`src/rtl/rat_io_ctrl.sv`:
```
// RAT MCU port-bus controller: synchronised inputs, strobed outputs,
// atomic 16-bit seven-segment register and masked edge interrupts.
module rat_io_ctrl #(
    parameter int          N_IN        = 2,
    parameter int          N_OUT       = 2,
    parameter logic [7:0]  IN_BASE     = 8'h20,
    parameter logic [7:0]  OUT_BASE    = 8'h40,
    parameter logic [7:0]  SS_LO_ID    = 8'h81,
    parameter logic [7:0]  SS_HI_ID    = 8'h82,
    parameter logic [7:0]  INT_MASK_ID = 8'hF0,
    parameter logic [7:0]  INT_ACK_ID  = 8'hF1
) (
    input  logic                 CLK,
    input  logic                 RESET_N,
    input  logic [7:0]           PORT_ID,
    input  logic [7:0]           OUT_PORT,
    input  logic                 IO_STRB,
    output logic [7:0]           IN_PORT,
    input  logic [8*N_IN-1:0]    IN_PINS,
    output logic [8*N_OUT-1:0]   OUT_REGS,
    output logic [15:0]          SEVSEG,
    output logic                 INTR
);

    logic [8*N_IN-1:0] sync_a;
    logic [8*N_IN-1:0] sync_b;
    logic [7:0]        hi_stage;
    logic [7:0]        mask;
    logic [7:0]        pending;
    logic [7:0]        hist;
    logic [7:0]        rise;
    logic [7:0]        ack_clr;
    logic [1:0]        arm_cnt;
    logic              armed;
    logic              wr_mask;
    logic              wr_ack;
    logic              wr_hi;
    logic              wr_lo;

    always_comb begin
        armed   = (arm_cnt == 2'd0);
        wr_mask = IO_STRB && (PORT_ID == INT_MASK_ID);
        wr_ack  = IO_STRB && (PORT_ID == INT_ACK_ID);
        wr_hi   = IO_STRB && (PORT_ID == SS_HI_ID);
        wr_lo   = IO_STRB && (PORT_ID == SS_LO_ID);
        rise    = sync_b[7:0] & ~hist & mask & {8{armed}};
        ack_clr = wr_ack ? OUT_PORT : 8'h00;
    end

    // Read mux; address ranges are disjoint so no priority is implied.
    always_comb begin
        IN_PORT = 8'h00;
        for (int k = 0; k < N_IN; k++) begin
            if (PORT_ID == IN_BASE + 8'(k))
                IN_PORT = sync_b[8*k +: 8];
        end
        if (PORT_ID == INT_ACK_ID)
            IN_PORT = pending;
    end

    always_ff @(posedge CLK) begin
        if (!RESET_N) begin
            sync_a   <= '0;
            sync_b   <= '0;
            hist     <= 8'h00;
            mask     <= 8'h00;
            pending  <= 8'h00;
            hi_stage <= 8'h00;
            SEVSEG   <= 16'h0000;
            OUT_REGS <= '0;
            INTR     <= 1'b0;
            arm_cnt  <= 2'd3;
        end else begin
            sync_a  <= IN_PINS;
            sync_b  <= sync_a;
            hist    <= sync_b[7:0];
            // Edge wins over a same-cycle acknowledge.
            pending <= (pending & ~ack_clr) | rise;
            INTR    <= |pending;
            if (!armed)
                arm_cnt <= arm_cnt - 2'd1;
            if (wr_mask)
                mask <= OUT_PORT;
            if (wr_hi)
                hi_stage <= OUT_PORT;
            if (wr_lo)
                SEVSEG <= {hi_stage, OUT_PORT};
            for (int k = 0; k < N_OUT; k++) begin
                if (IO_STRB && (PORT_ID == OUT_BASE + 8'(k)))
                    OUT_REGS[8*k +: 8] <= OUT_PORT;
            end
        end
    end

endmodule

```
`config.mk`:
```
export PLATFORM = sky130hd
export DESIGN_NAME = rat_io_ctrl
export DESIGN_NICKNAME = d
export VERILOG_FILES = /design/src/rtl/rat_io_ctrl.sv
export SDC_FILE = /design/constraint.sdc
export NUM_CORES = 1
export LEC_CHECK = 0
export BUFFER_PORTS_ARGS = -buffer_cell sky130_fd_sc_hd__buf_2
export CAP_MARGIN = 0
export CORE_UTILIZATION = 48
export DETAILED_ROUTE_END_ITERATION = 8
export PLACE_DENSITY_LB_ADDON = 0.25
export SYNTH_ARGS = -nofsm -noshare
export SYNTH_HDL_FRONTEND = slang
export SYNTH_SLANG_ARGS = --single-unit
```
`constraint.sdc`:
```
create_clock -name CLK -period 1.23 [get_ports CLK]
set_input_delay 0 -clock CLK [delete_from_list [all_inputs] [get_ports CLK]]
set_output_delay 0 -clock CLK [all_outputs]
set_load 0.03 [all_outputs]
```
==> results of run 1 <==
power groups by stage:
stage | sequential [mW] | combinational [mW] | clock, mW
CTS | 3.30 | 0.369 | 2.06
floorplan | 3.37 | 0.168 | 0
global route | 3.31 | 0.412 | 2.21
global placement | 3.37 | 0.309 | 0
detailed placement | 3.37 | 0.319 | 0
finish | 3.30 | 0.371 | 2.01
layout make-up:
cell class | count | area share (%)
well taps | 99 | 2.620
clock buffers | 11 | 2.779
repair buffers | 111 | 16.99
clock inverters | 5 | 1.271
flip-flops and latches | 99 | 41.93
inverters | 3 | 0.2382
multi-input cells | 210 | 34.17
stage by stage:
| stage | instance area [sq um] | setup TNS (ns) | hold slack (ns) | total power, mW | util (%) |
|---|---|---|---|---|---|
| after global routing | 4727 | -1.985 | 0.008320 | 5.925 | 64.83 |
| after CTS | 4725 | -1.355 | 0.001155 | 5.722 | 64.79 |
| after floorplan | 3669 | -0.8731 | 0.1217 | 3.535 | - |
| after global placement | 4270 | -3.410 | 0.2018 | 3.678 | 58.56 |
| after detailed placement | 4270 | -4.415 | 0.2039 | 3.690 | 58.56 |
| final | 4727 | -1.379 | 0.007353 | 5.672 | 64.83 |
worst max path at each step:
stage | start | endpoint | cells past startpoint
floorplan | PORT_ID[4] | IN_PORT[7] | 4
global placement | PORT_ID[4] | IN_PORT[7] | 7
detailed placement | PORT_ID[4] | IN_PORT[7] | 7
CTS | PORT_ID[7] | IN_PORT[7] | 7
global route | PORT_ID[7] | IN_PORT[1] | 7
finish | PORT_ID[7] | IN_PORT[0] | 7
cells by family (layout without fill, tap and decap cells):
family / Yosys count / count (layout) / share of synthesized area [%]
xor+xnor: 1 / 1 / 0.2402
fa+ha+maj: 1 / 1 / 0.3430
compound gates: 26 / 26 / 5.385
mux: 49 / 49 / 13.48
buf+inv: 19 / 130 / 2.367
simple gates: 133 / 133 / 23.84
flops: 99 / 99 / 54.34
worst max-delay path: stages:
cell and delay [ns]:
buf_6 0.09, or4b_4 0.56, nor4b_4 0.25, buf_6 0.17, a221oi_2 0.06, nor2_2 0.15
buf_6 0.15
state kept, by name, indices dropped and copies added, names as in the netlist:
register and count:
INTR 1, OUT_REGS 16, SEVSEG 16, arm_cnt 2, hi_stage 8, hist 8
mask 8, pending 8, sync_a 16, sync_b 16
cells in the final DEF (no fill, tap or decap), types with 2 or more instances in the layout:
| master | instances |
|---|---|
| inv_1 | 3 |
| nand2_1 | 5 |
| nor4_1 | 2 |
| dlygate4sd3_1 | 19 |
| buf_4 | 12 |
| nand3_1 | 3 |
| nand4_1 | 2 |
| a22oi_1 | 2 |
| buf_6 | 10 |
| buf_2 | 66 |
| a221oi_2 | 2 |
| a21boi_0 | 9 |
| buf_12 | 4 |
| inv_6 | 2 |
| nor2_2 | 5 |
| and4b_1 | 8 |
| nor2_1 | 7 |
| and2_1 | 40 |
| clkbuf_8 | 9 |
| nor2b_1 | 49 |
| clkbuf_1 | 2 |
| dfxtp_1 | 99 |
| o21a_1 | 8 |
| a221oi_1 | 3 |
| nand2_2 | 2 |
| mux2i_1 | 48 |
timing repair:
| action | CTS | global route |
|---|---|---|
| hold buffers | 19 | 0 |
| hold endpoints to repair | 27 | 0 |
| pin swaps | 3 | 0 |
| gates resized for setup | 20 | 1 |
| endpoints found under the setup margin | 8 | 17 |
routing by layer:
layer / GRT usage [%] / vias to the layer above / wire length [um]
met4: 7.792 / 0 / 114
met3: 4.247 / 10 / 334
met2: 33.10 / 63 / 3343
met1: 23.15 / 1178 / 3246
li1: - / 1322 / -
met5: 0 / - / 0
==> flow_metrics.py, run 1 <==
metrics = {
    "clock_network": {
        "clock_latency_ns": 0.35,
        "cts_setup_buffers": 0,
        "htreeDepth": 3,
        "cts_root_buffer": "clkbuf_8",
        "cts_buffers": 9,
        "cts_tree": "done",
        "clock_sinks": 99,
        "cts_buffer_depth": 2,
        "cts.clk_slew.worst_paths_ns": 0.09,
    },
    "hold_path": {
        "hp-class": "input pin to flop",
        "hold-path-endpoint": "hi_stage[7]$_SDFFE_PN0P_",
        "holdCritStartpoint": "OUT_PORT[7]",
        "whs_path_depth": 3,
    },
    "setup_path": {
        "cp_max_fo": 8,
        "crit_arrival_ns": 1.43,
        "r2r-start": "arm_cnt[0]$_SDFFE_PN1N_",
        "reg2reg_depth": 4,
        "crit_path_end_kind": "output port",
        "timing.critical_path.from_type": "input pin",
        "worst-endpoint-required_ns": 1.23,
        "worstSetupPathType": "input pin to output port",
        "r2r-end": "pending[4]$_SDFF_PN0_",
        "reg2reg_slack_ns": 0.12,
    },
    "drt": {
        "vias": 2573,
        "firstDrtPassIters": 4,
        "postRouteAntennaNets": 0,
        "wl_per_cell_um": 13.08,
        "drt_iter0_drc": 71,
        "wirelength_mm": 7.039,
        "route.detailed.drc": 0,
        "viasPerCell": 4.783,
    },
    "power": {
        "p_leak_nw": 2.343,
        "p_int_mw": 4.437,
        "ir_worst_vdd_mv": 0.9449,
        "p_switching_mw": 1.236,
        "swShare_pct": 21.78,
        "clock_power_share_pct": 35.4,
        "power_density_nw_per_um2": 1200,
        "combPwrFrac_pct": 6.5,
        "seq_power_share_pct": 58.1,
    },
    "placement": {
        "numPlacedInstances": 503,
        "place.gp.congestion": 0.7538,
        "dp_hpwl_mm": 4.925,
        "post-place-ws_ns": -0.2652,
        "port_buffers": 75,
    },
    "global_routing": {
        "antenna_found_initial": 0,
        "grt.total_usage_pct": 19.16,
        "grt_pass1_vias": 2505,
        "grt_max_degree": 35,
        "grt_pass1_wl_mm": 11.44,
        "overflow": 0,
    },
    "sta": {
        "rsz0062_at_grt": "true",
        "max_freq_ghz": 0.6978,
        "finalSetupViolCount": 8,
        "worstMarginPinSlew_ns": 0.4216,
        "fin_ws_ns": -0.2031,
        "min_period_over_period_pct": 116.5,
        "maxSlewHeadroom_pct": 71.50,
        "hold_violations": 0,
        "timing.final.crit_period_ns": 1.433,
        "skew_ns": 0.006192,
        "slew_violations": 0,
    },
    "floorplan": {
        "core.rowCount": 31,
        "dieHeight_um": 89.17,
        "die_area_sq_um": 7951,
        "die_x_um": 89.17,
        "core_sq_um": 7292,
        "start_util_pct": 50.02,
        "io_pins": 76,
    },
    "logic_synthesis": {
        "ys_types": 34,
        "synth_nets": 364,
        "yosys-top-cells-count": "dfxtp_1 (99), nor2b_1 (49), mux2i_1 (48), and2_1 (40), clkbuf_1 (13)",
        "netlist_area_sq_um": 3647,
        "synth_ff_type": "dfxtp_1",
        "seq_area_frac_synth_pct": 54.34,
        "synth.largest_area_cell": "dfxtp_1",
        "yosysWarnings": 0,
        "synth_top_cell_area_share_pct": 54.34,
        "postSynthAreaPerCell_sq_um": 11.12,
        "yosysMostFrequentCell": "dfxtp_1",
        "async_flop_share_pct": 0,
        "synth_cells": 328,
        "synth.ff_latch_count": 99,
        "netlist_top_cells_area": "dfxtp_1 (54%), mux2i_1 (13%), nor2b_1 (8.4%)",
        "synth_edf_count": 0,
    },
    "final_layout": {
        "area_growth_syn_to_layout_pct": 29.61,
        "nFillCells": 605,
        "nets": 470,
        "diodes": 0,
        "drive_gt1_share_pct": 28.47,
        "multi_input_area_sq_um": 1615,
        "seq_area_sq_um": 1982,
        "final_cells": 538,
    },
    "run_status": {
        "status": "finished with violations",
        "violations": "setup timing",
    },
    "job": {
        "maxCapViolCount": 0,
    },
}
Power figures use the tool's default switching activity.
==> inputs of run 2 (changes only) <==
--- a/config.mk
+++ b/config.mk
@@ -7,8 +7,11 @@
 export LEC_CHECK = 0
 export BUFFER_PORTS_ARGS = -buffer_cell sky130_fd_sc_hd__buf_2
 export CAP_MARGIN = 0
-export CORE_UTILIZATION = 48
+export CELL_PAD_IN_SITES_DETAIL_PLACEMENT = 1
+export CELL_PAD_IN_SITES_GLOBAL_PLACEMENT = 2
+export CORE_UTILIZATION = 30
 export DETAILED_ROUTE_END_ITERATION = 8
+export GPL_ROUTABILITY_DRIVEN = 0
 export PLACE_DENSITY_LB_ADDON = 0.25
 export SYNTH_ARGS = -nofsm -noshare
 export SYNTH_HDL_FRONTEND = slang
==> run 2 against run 1 <==
  * Cell count grew 8.2%
  * Clock skew is 0.00094 ns higher
  * Largest power group unchanged
  * Design area up 2.4%
  * The flow finishes with violations (DRC, setup timing)
  * Die area is 58% higher
  * First-iteration DRC count increased by 49%
  * Sequential power barely moved
  * Highest routed layer unchanged
  * Critical path type unchanged
  * Power increased by 12%
  * Critical path depth stayed put
  * Via count rose by 1.7%
  * Sequential cell count stayed put
==> flow_metrics.py, run 2 (same netlist as run 1, synthesis figures left out) <==
metrics = {
    "power": {
        "power_density_nw_per_um2": 1314,
        "seq_power_share_pct": 51.9,
        "p_int_mw": 4.926,
        "p_leak_nw": 2.373,
        "finalPower_mw": 6.361,
        "p_switching_mw": 1.435,
        "combPwrFrac_pct": 5.7,
        "ir_worst_vdd_mv": 0.5242,
        "swShare_pct": 22.56,
        "clock_power_share_pct": 42.4,
    },
    "sta": {
        "timing.final.crit_period_ns": 1.444,
        "finalSetupViolCount": 8,
        "worstMarginPinSlew_ns": 0.3603,
        "rsz0062_at_grt": "true",
        "skew_ns": 0.007134,
        "min_period_over_period_pct": 117.4,
        "hold_violations": 0,
        "maxSlewHeadroom_pct": 75.64,
        "max_freq_ghz": 0.6925,
        "fin_ws_ns": -0.2141,
        "timing.setup.tns_ns": -1.444,
        "slew_violations": 0,
    },
    "drt": {
        "vias": 2618,
        "wl_per_cell_um": 13.74,
        "viasPerCell": 4.498,
        "drt_iter0_drc": 106,
        "postRouteAntennaNets": 0,
        "route.detailed.drc": 6,
        "wirelength_mm": 7.995,
        "firstDrtPassIters": 6,
    },
    "placement": {
        "numPlacedInstances": 548,
        "dp_hpwl_mm": 5.726,
        "placed_area_sq_um": 4308,
        "port_buffers": 75,
    },
    "global_routing": {
        "use_met1_pct": 18.04,
        "grt_pass1_vias": 2674,
        "antenna_found_initial": 0,
        "grt.total_usage_pct": 13.64,
        "grt_max_degree": 44,
        "overflow": 0,
        "grt.busiest_layer": "met2",
        "grt_use_met3_pct": 2.538,
        "grt_pass1_wl_mm": 13.39,
        "grt.met2_usage_pct": 21.20,
    },
    "run_status": {
        "status": "finished with violations",
        "violations": "DRC, setup timing",
    },
    "setup_path": {
        "crit_family": "simple AND/OR/NAND/NOR gates",
        "critPathBufInv": 3,
        "crit_arrival_ns": 1.44,
        "cp_max_fo": 8,
        "crit_path_frequent_cell": "buf_6",
        "timing.critical_path.from_type": "input pin",
        "crit_path_end_kind": "output port",
        "worst_path_max_delay_cell": "or4b_4",
        "r2r-end": "pending[6]$_SDFF_PN0_",
        "crit_chain": "buf_6 > or4b_4 > nor4b_4 > buf_6 > a221oi_1 > nor2_2 > buf_6",
        "r2r-start": "arm_cnt[0]$_SDFFE_PN1N_",
        "reg2reg_depth": 4,
        "worst-endpoint-required_ns": 1.23,
        "slowest_delay_ns": 0.56,
        "reg2reg_slack_ns": 0.08,
        "worstSetupPathType": "input pin to output port",
    },
    "final_layout": {
        "final_util_pct": 41.67,
        "nFillCells": 1304,
        "final_area_sq_um": 4840,
        "diodes": 0,
        "drive_gt1_share_pct": 28.93,
        "nets": 470,
        "mostFrequentLayoutCell": "dfxtp_1",
        "final_cells": 582,
        "area_growth_syn_to_layout_pct": 32.69,
        "layout_common_cells": "dfxtp_1 (99), buf_2 (66), nor2b_1 (49), mux2i_1 (48), and2_1 (40)",
    },
    "hold_path": {
        "whs_path_depth": 3,
        "holdCritStartpoint": "OUT_PORT[4]",
        "hp-class": "input pin to flop",
        "hold-path-endpoint": "hi_stage[4]$_SDFFE_PN0P_",
    },
    "floorplan": {
        "io_pins": 76,
        "core.rowCount": 39,
        "die_x_um": 112.3,
        "die_area_sq_um": 12600,
        "start_util_pct": 31.40,
        "core_sq_um": 11610,
        "dieHeight_um": 112.3,
    },
    "clock_network": {
        "cts_buffers": 9,
        "clock_latency_ns": 0.35,
        "htreeDepth": 3,
        "cts_root_buffer": "clkbuf_16",
        "cts_buffer_depth": 2,
        "clock_sinks": 99,
        "cts.clk_slew.worst_paths_ns": 0.07,
        "cts_tree": "done",
    },
    "job": {
        "maxCapViolCount": 0,
    },
}
run 2: power by group through the flow:
| stage | Clock (mW) | Sequential [mW] | Combinational, mW |
|---|---|---|---|
| finish | 2.70 | 3.30 | 0.364 |
| global placement | 0 | 3.37 | 0.315 |
| CTS | 2.81 | 3.30 | 0.372 |
| detailed placement | 0 | 3.37 | 0.324 |
| floorplan | 0 | 3.37 | 0.168 |
| global route | 2.92 | 3.31 | 0.411 |
run 2: final cells by class:
type	count	area, sq um	share of cell area [%]
clock buffer	10	239.0	4.938
clock inverter	6	46.29	0.9566
inverter	3	11.26	0.2327
multi-input combinational	210	1607	33.20
sequential	99	1982	40.95
tap	143	178.9	3.697
timing repair buffer	111	775.7	16.03
run 2: repair_timing:
action	in CTS	in global routing
setup buffers	0	0
hold buffers	18	0
setup endpoints to repair	18	8
hold endpoints to repair	17	0
resized for setup	20	0
pin swaps	1	1
run 2: metrics by stage:
step	setup WS [ns]	hold WS [ns]
after detailed placement	-0.2979	0.2100
after CTS	-0.2405	0.004094
after global placement	-0.2870	0.2080
final	-0.2141	0.01028
after floorplan	-0.1490	0.1217
after global routing	-0.2785	0.02456
run 2: worst max-delay path by stage:
stage / startpoint / to / slack [ns] / cells past startpoint
after floorplan: PORT_ID[4] / IN_PORT[7] / -0.15 / 4
after global routing: PORT_ID[4] / IN_PORT[4] / -0.28 / 7
final: PORT_ID[4] / IN_PORT[6] / -0.21 / 7
after detailed placement: PORT_ID[4] / IN_PORT[6] / -0.30 / 7
after CTS: PORT_ID[4] / IN_PORT[6] / -0.24 / 7
after global placement: PORT_ID[4] / IN_PORT[7] / -0.29 / 7
run 2: per-layer routing:
layer | part of all wire (%) | vias to the layer above
met5 | 0 | -
met4 | 1.7 | 0
met3 | 4.1 | 7
met2 | 45 | 65
met1 | 49 | 1224
li1 | - | 1322
run 2: worst reg2reg max path, delay by kind of cell, from the launching register on:
kind                     cells  cell delay (ns)
AO/OA/AOI/OAI                1             0.18
adder cells (fa/ha/maj)      1             0.25
flip-flops                   1             0.33
buffers and inverters        1             0.05
AND/OR/NAND/NOR              1             0.22
==> inputs of run 3 (changes only) <==
--- a/config.mk
+++ b/config.mk
@@ -10,9 +10,11 @@
 export CELL_PAD_IN_SITES_DETAIL_PLACEMENT = 1
 export CELL_PAD_IN_SITES_GLOBAL_PLACEMENT = 2
 export CORE_UTILIZATION = 30
+export CTS_BUF_LIST = sky130_fd_sc_hd__clkbuf_16
 export DETAILED_ROUTE_END_ITERATION = 8
 export GPL_ROUTABILITY_DRIVEN = 0
 export PLACE_DENSITY_LB_ADDON = 0.25
+export SETUP_SLACK_MARGIN = 0.3
 export SYNTH_ARGS = -nofsm -noshare
 export SYNTH_HDL_FRONTEND = slang
 export SYNTH_SLANG_ARGS = --single-unit
==> constraint.sdc (replaced) <==
create_clock -name CLK -period 1.3 [get_ports CLK]
set_input_delay 0 -clock CLK [delete_from_list [all_inputs] [get_ports CLK]]
set_output_delay 0 -clock CLK [all_outputs]
set_load 0.03 [all_outputs]
==> run 3 against run 2 <==
  * The flow still finishes with violations (DRC, setup timing)
  * Count of clock-buffer cells in the layout fell by 1
  * Die area did not move
  * Clock skew rose by 0.00051 ns
  * Non-clock buffer count rose by 6
  * Sequential share of layout area fell by 1.6 points
  * Cell count rose by 0.86%
  * Utilization rose by 1.7 points
  * Critical endpoint is now IN_PORT[0]
  * Sequential power fell by 5%
  * Design area rose by 4.2%
==> flow_metrics.py, run 3 (same netlist as run 1, synthesis figures left out) <==
metrics = {
    "drt": {
        "postRouteAntennaNets": 0,
        "route.detailed.drc": 11,
        "wl_per_cell_um": 14.60,
        "vias": 2658,
        "firstDrtPassIters": 6,
        "viasPerCell": 4.528,
        "wirelength_mm": 8.572,
        "drt_iter0_drc": 91,
    },
    "final_layout": {
        "nFillCells": 1271,
        "drive_gt1_share_pct": 32.66,
        "layout_common_cells": "dfxtp_1 (98), buf_2 (64), nor2b_1 (49), mux2i_1 (47), and2_1 (40)",
        "diodes": 0,
        "area_growth_syn_to_layout_pct": 38.22,
        "nets": 476,
        "final_area_sq_um": 5041,
        "mostFrequentLayoutCell": "dfxtp_1",
    },
    "floorplan": {
        "io_pins": 76,
        "die_area_sq_um": 12600,
        "dieHeight_um": 112.3,
        "start_util_pct": 31.40,
        "core.rowCount": 39,
        "core_sq_um": 11610,
        "die_x_um": 112.3,
    },
    "clock_network": {
        "clock_latency_ns": 0.34,
        "clock_sinks": 99,
        "cts_buffer_depth": 2,
        "cts_tree": "done",
        "cts.clk_slew.worst_paths_ns": 0.06,
        "cts_buffers": 9,
        "htreeDepth": 3,
        "cts_root_buffer": "clkbuf_16",
    },
    "sta": {
        "slew_violations": 0,
        "rsz0062_at_grt": "true",
        "maxSlewHeadroom_pct": 73.50,
        "max_freq_ghz": 0.6732,
        "skew_ns": 0.007643,
        "timing.final.crit_period_ns": 1.485,
        "finalSetupViolCount": 8,
        "fin_ws_ns": -0.1854,
        "min_period_over_period_pct": 114.3,
        "hold_violations": 0,
        "timing.hold.ws_ns": 0.01776,
        "worstMarginPinSlew_ns": 0.3975,
    },
    "run_status": {
        "status": "finished with violations",
        "violations": "DRC, setup timing",
    },
    "placement": {
        "port_buffers": 75,
        "placed_area_sq_um": 4359,
        "dp_hpwl_mm": 6.003,
    },
    "hold_path": {
        "holdCritStartpoint": "OUT_PORT[2]",
        "hp-class": "input pin to flop",
    },
    "setup_path": {
        "r2r-start": "arm_cnt[0]$_SDFFE_PN1N_",
        "cp_max_fo": 7,
        "worstSetupPathType": "input pin to output port",
        "worst-endpoint-required_ns": 1.30,
        "timing.critical_path.from_type": "input pin",
        "crit_path_start": "PORT_ID[4]",
        "crit_path_end_kind": "output port",
        "crit_arrival_ns": 1.49,
    },
    "power": {
        "ir_worst_vdd_mv": 0.7324,
        "p_leak_nw": 2.436,
        "power_density_nw_per_um2": 1221,
        "finalPower_mw": 6.153,
    },
    "global_routing": {
        "grt_max_degree": 42,
        "overflow": 0,
        "grt.total_usage_pct": 14.57,
        "grt_pass1_wl_mm": 14.06,
        "antenna_found_initial": 0,
        "grt_pass1_vias": 2741,
    },
    "job": {
        "maxCapViolCount": 0,
    },
}
-- run 3: changes by cell type in the layout (fill, tap and decap cells not counted), sizes merged --
cell / change
inv: -2
dlygate4sd3: -2
clkinv: +1
buf: +8
clkbuf: -1
bufinv: +1
-- run 3: critical path, cell delays in order --
cell and delay [ns]:
buf_6 0.09, or4b_4 0.57, nor4b_4 0.28, buf_6 0.18, a221oi_2 0.06, nor2_2 0.15, buf_6 0.14
-- run 3: routing by layer --
layer  up-vias  track usage (%)  wire length [um]
met5         -                0                 0
met1      1257            18.11              3997
met3         7            4.914               446
li1       1331                -                 -
met2        63            23.98              4022
met4         0            4.267               106
-- run 3: repair_timing --
action / in CTS / in global routing
hold buffers: 16 / 0
hold endpoints to repair: 16 / 0
pin swaps: 5 / 9
endpoints found under the setup margin: 17 / 44
gates resized for setup: 27 / 16
setup buffers: 5 / 5
cloned: 0 / 0
-- run 3: path summary, 6_finish.rpt --
| path | endpoint | slack [ns] | depth (start not counted) |
|---|---|---|---|
| max | IN_PORT[0] | -0.19 | 7 |
| min | hi_stage[2]$_SDFFE_PN0P_ | 0.02 | 3 |
| max reg2reg | pending[0]$_SDFF_PN0_ | 0.18 | 5 |
| min reg2reg | sync_b[6]$_SDFF_PN0_ | 0.43 | 1 |
-- run 3: metrics by stage --
step / worst slack, ns / cells / util, % / TNS (ns)
finish: -0.1854 / 587 / 43.41 / -1.234
global route: -0.2668 / 587 / 43.41 / -1.851
CTS: -0.1870 / 582 / 42.52 / -1.259
detailed placement: -0.2624 / 546 / 37.54 / -1.865
global placement: -0.2199 / 546 / 37.54 / -1.549
floorplan: -0.07899 / 328 / - / -0.4530
-- run 3: layout make-up --
type                       count  area [sq um]  area share (%)
timing repair buffer         117         878.3           17.42
clock buffer                   9         225.2           4.468
sequential                    99          1983           39.34
tap                          143         178.9           3.549
inverter                       3         11.26          0.2234
clock inverter                 6         58.81           1.167
multi-input combinational    210          1705           33.83
-- run 3: power by group --
group | leakage (nW) | switching [mW] | total (mW) | internal (mW)
clock network | 0.138 | 1.11 | 2.58 | 1.47
logic | 1.49 | 0.192 | 0.444 | 0.252
registers | 0.805 | 0.0272 | 3.13 | 3.10
total | 2.44 | 1.33 | 6.15 | 4.82
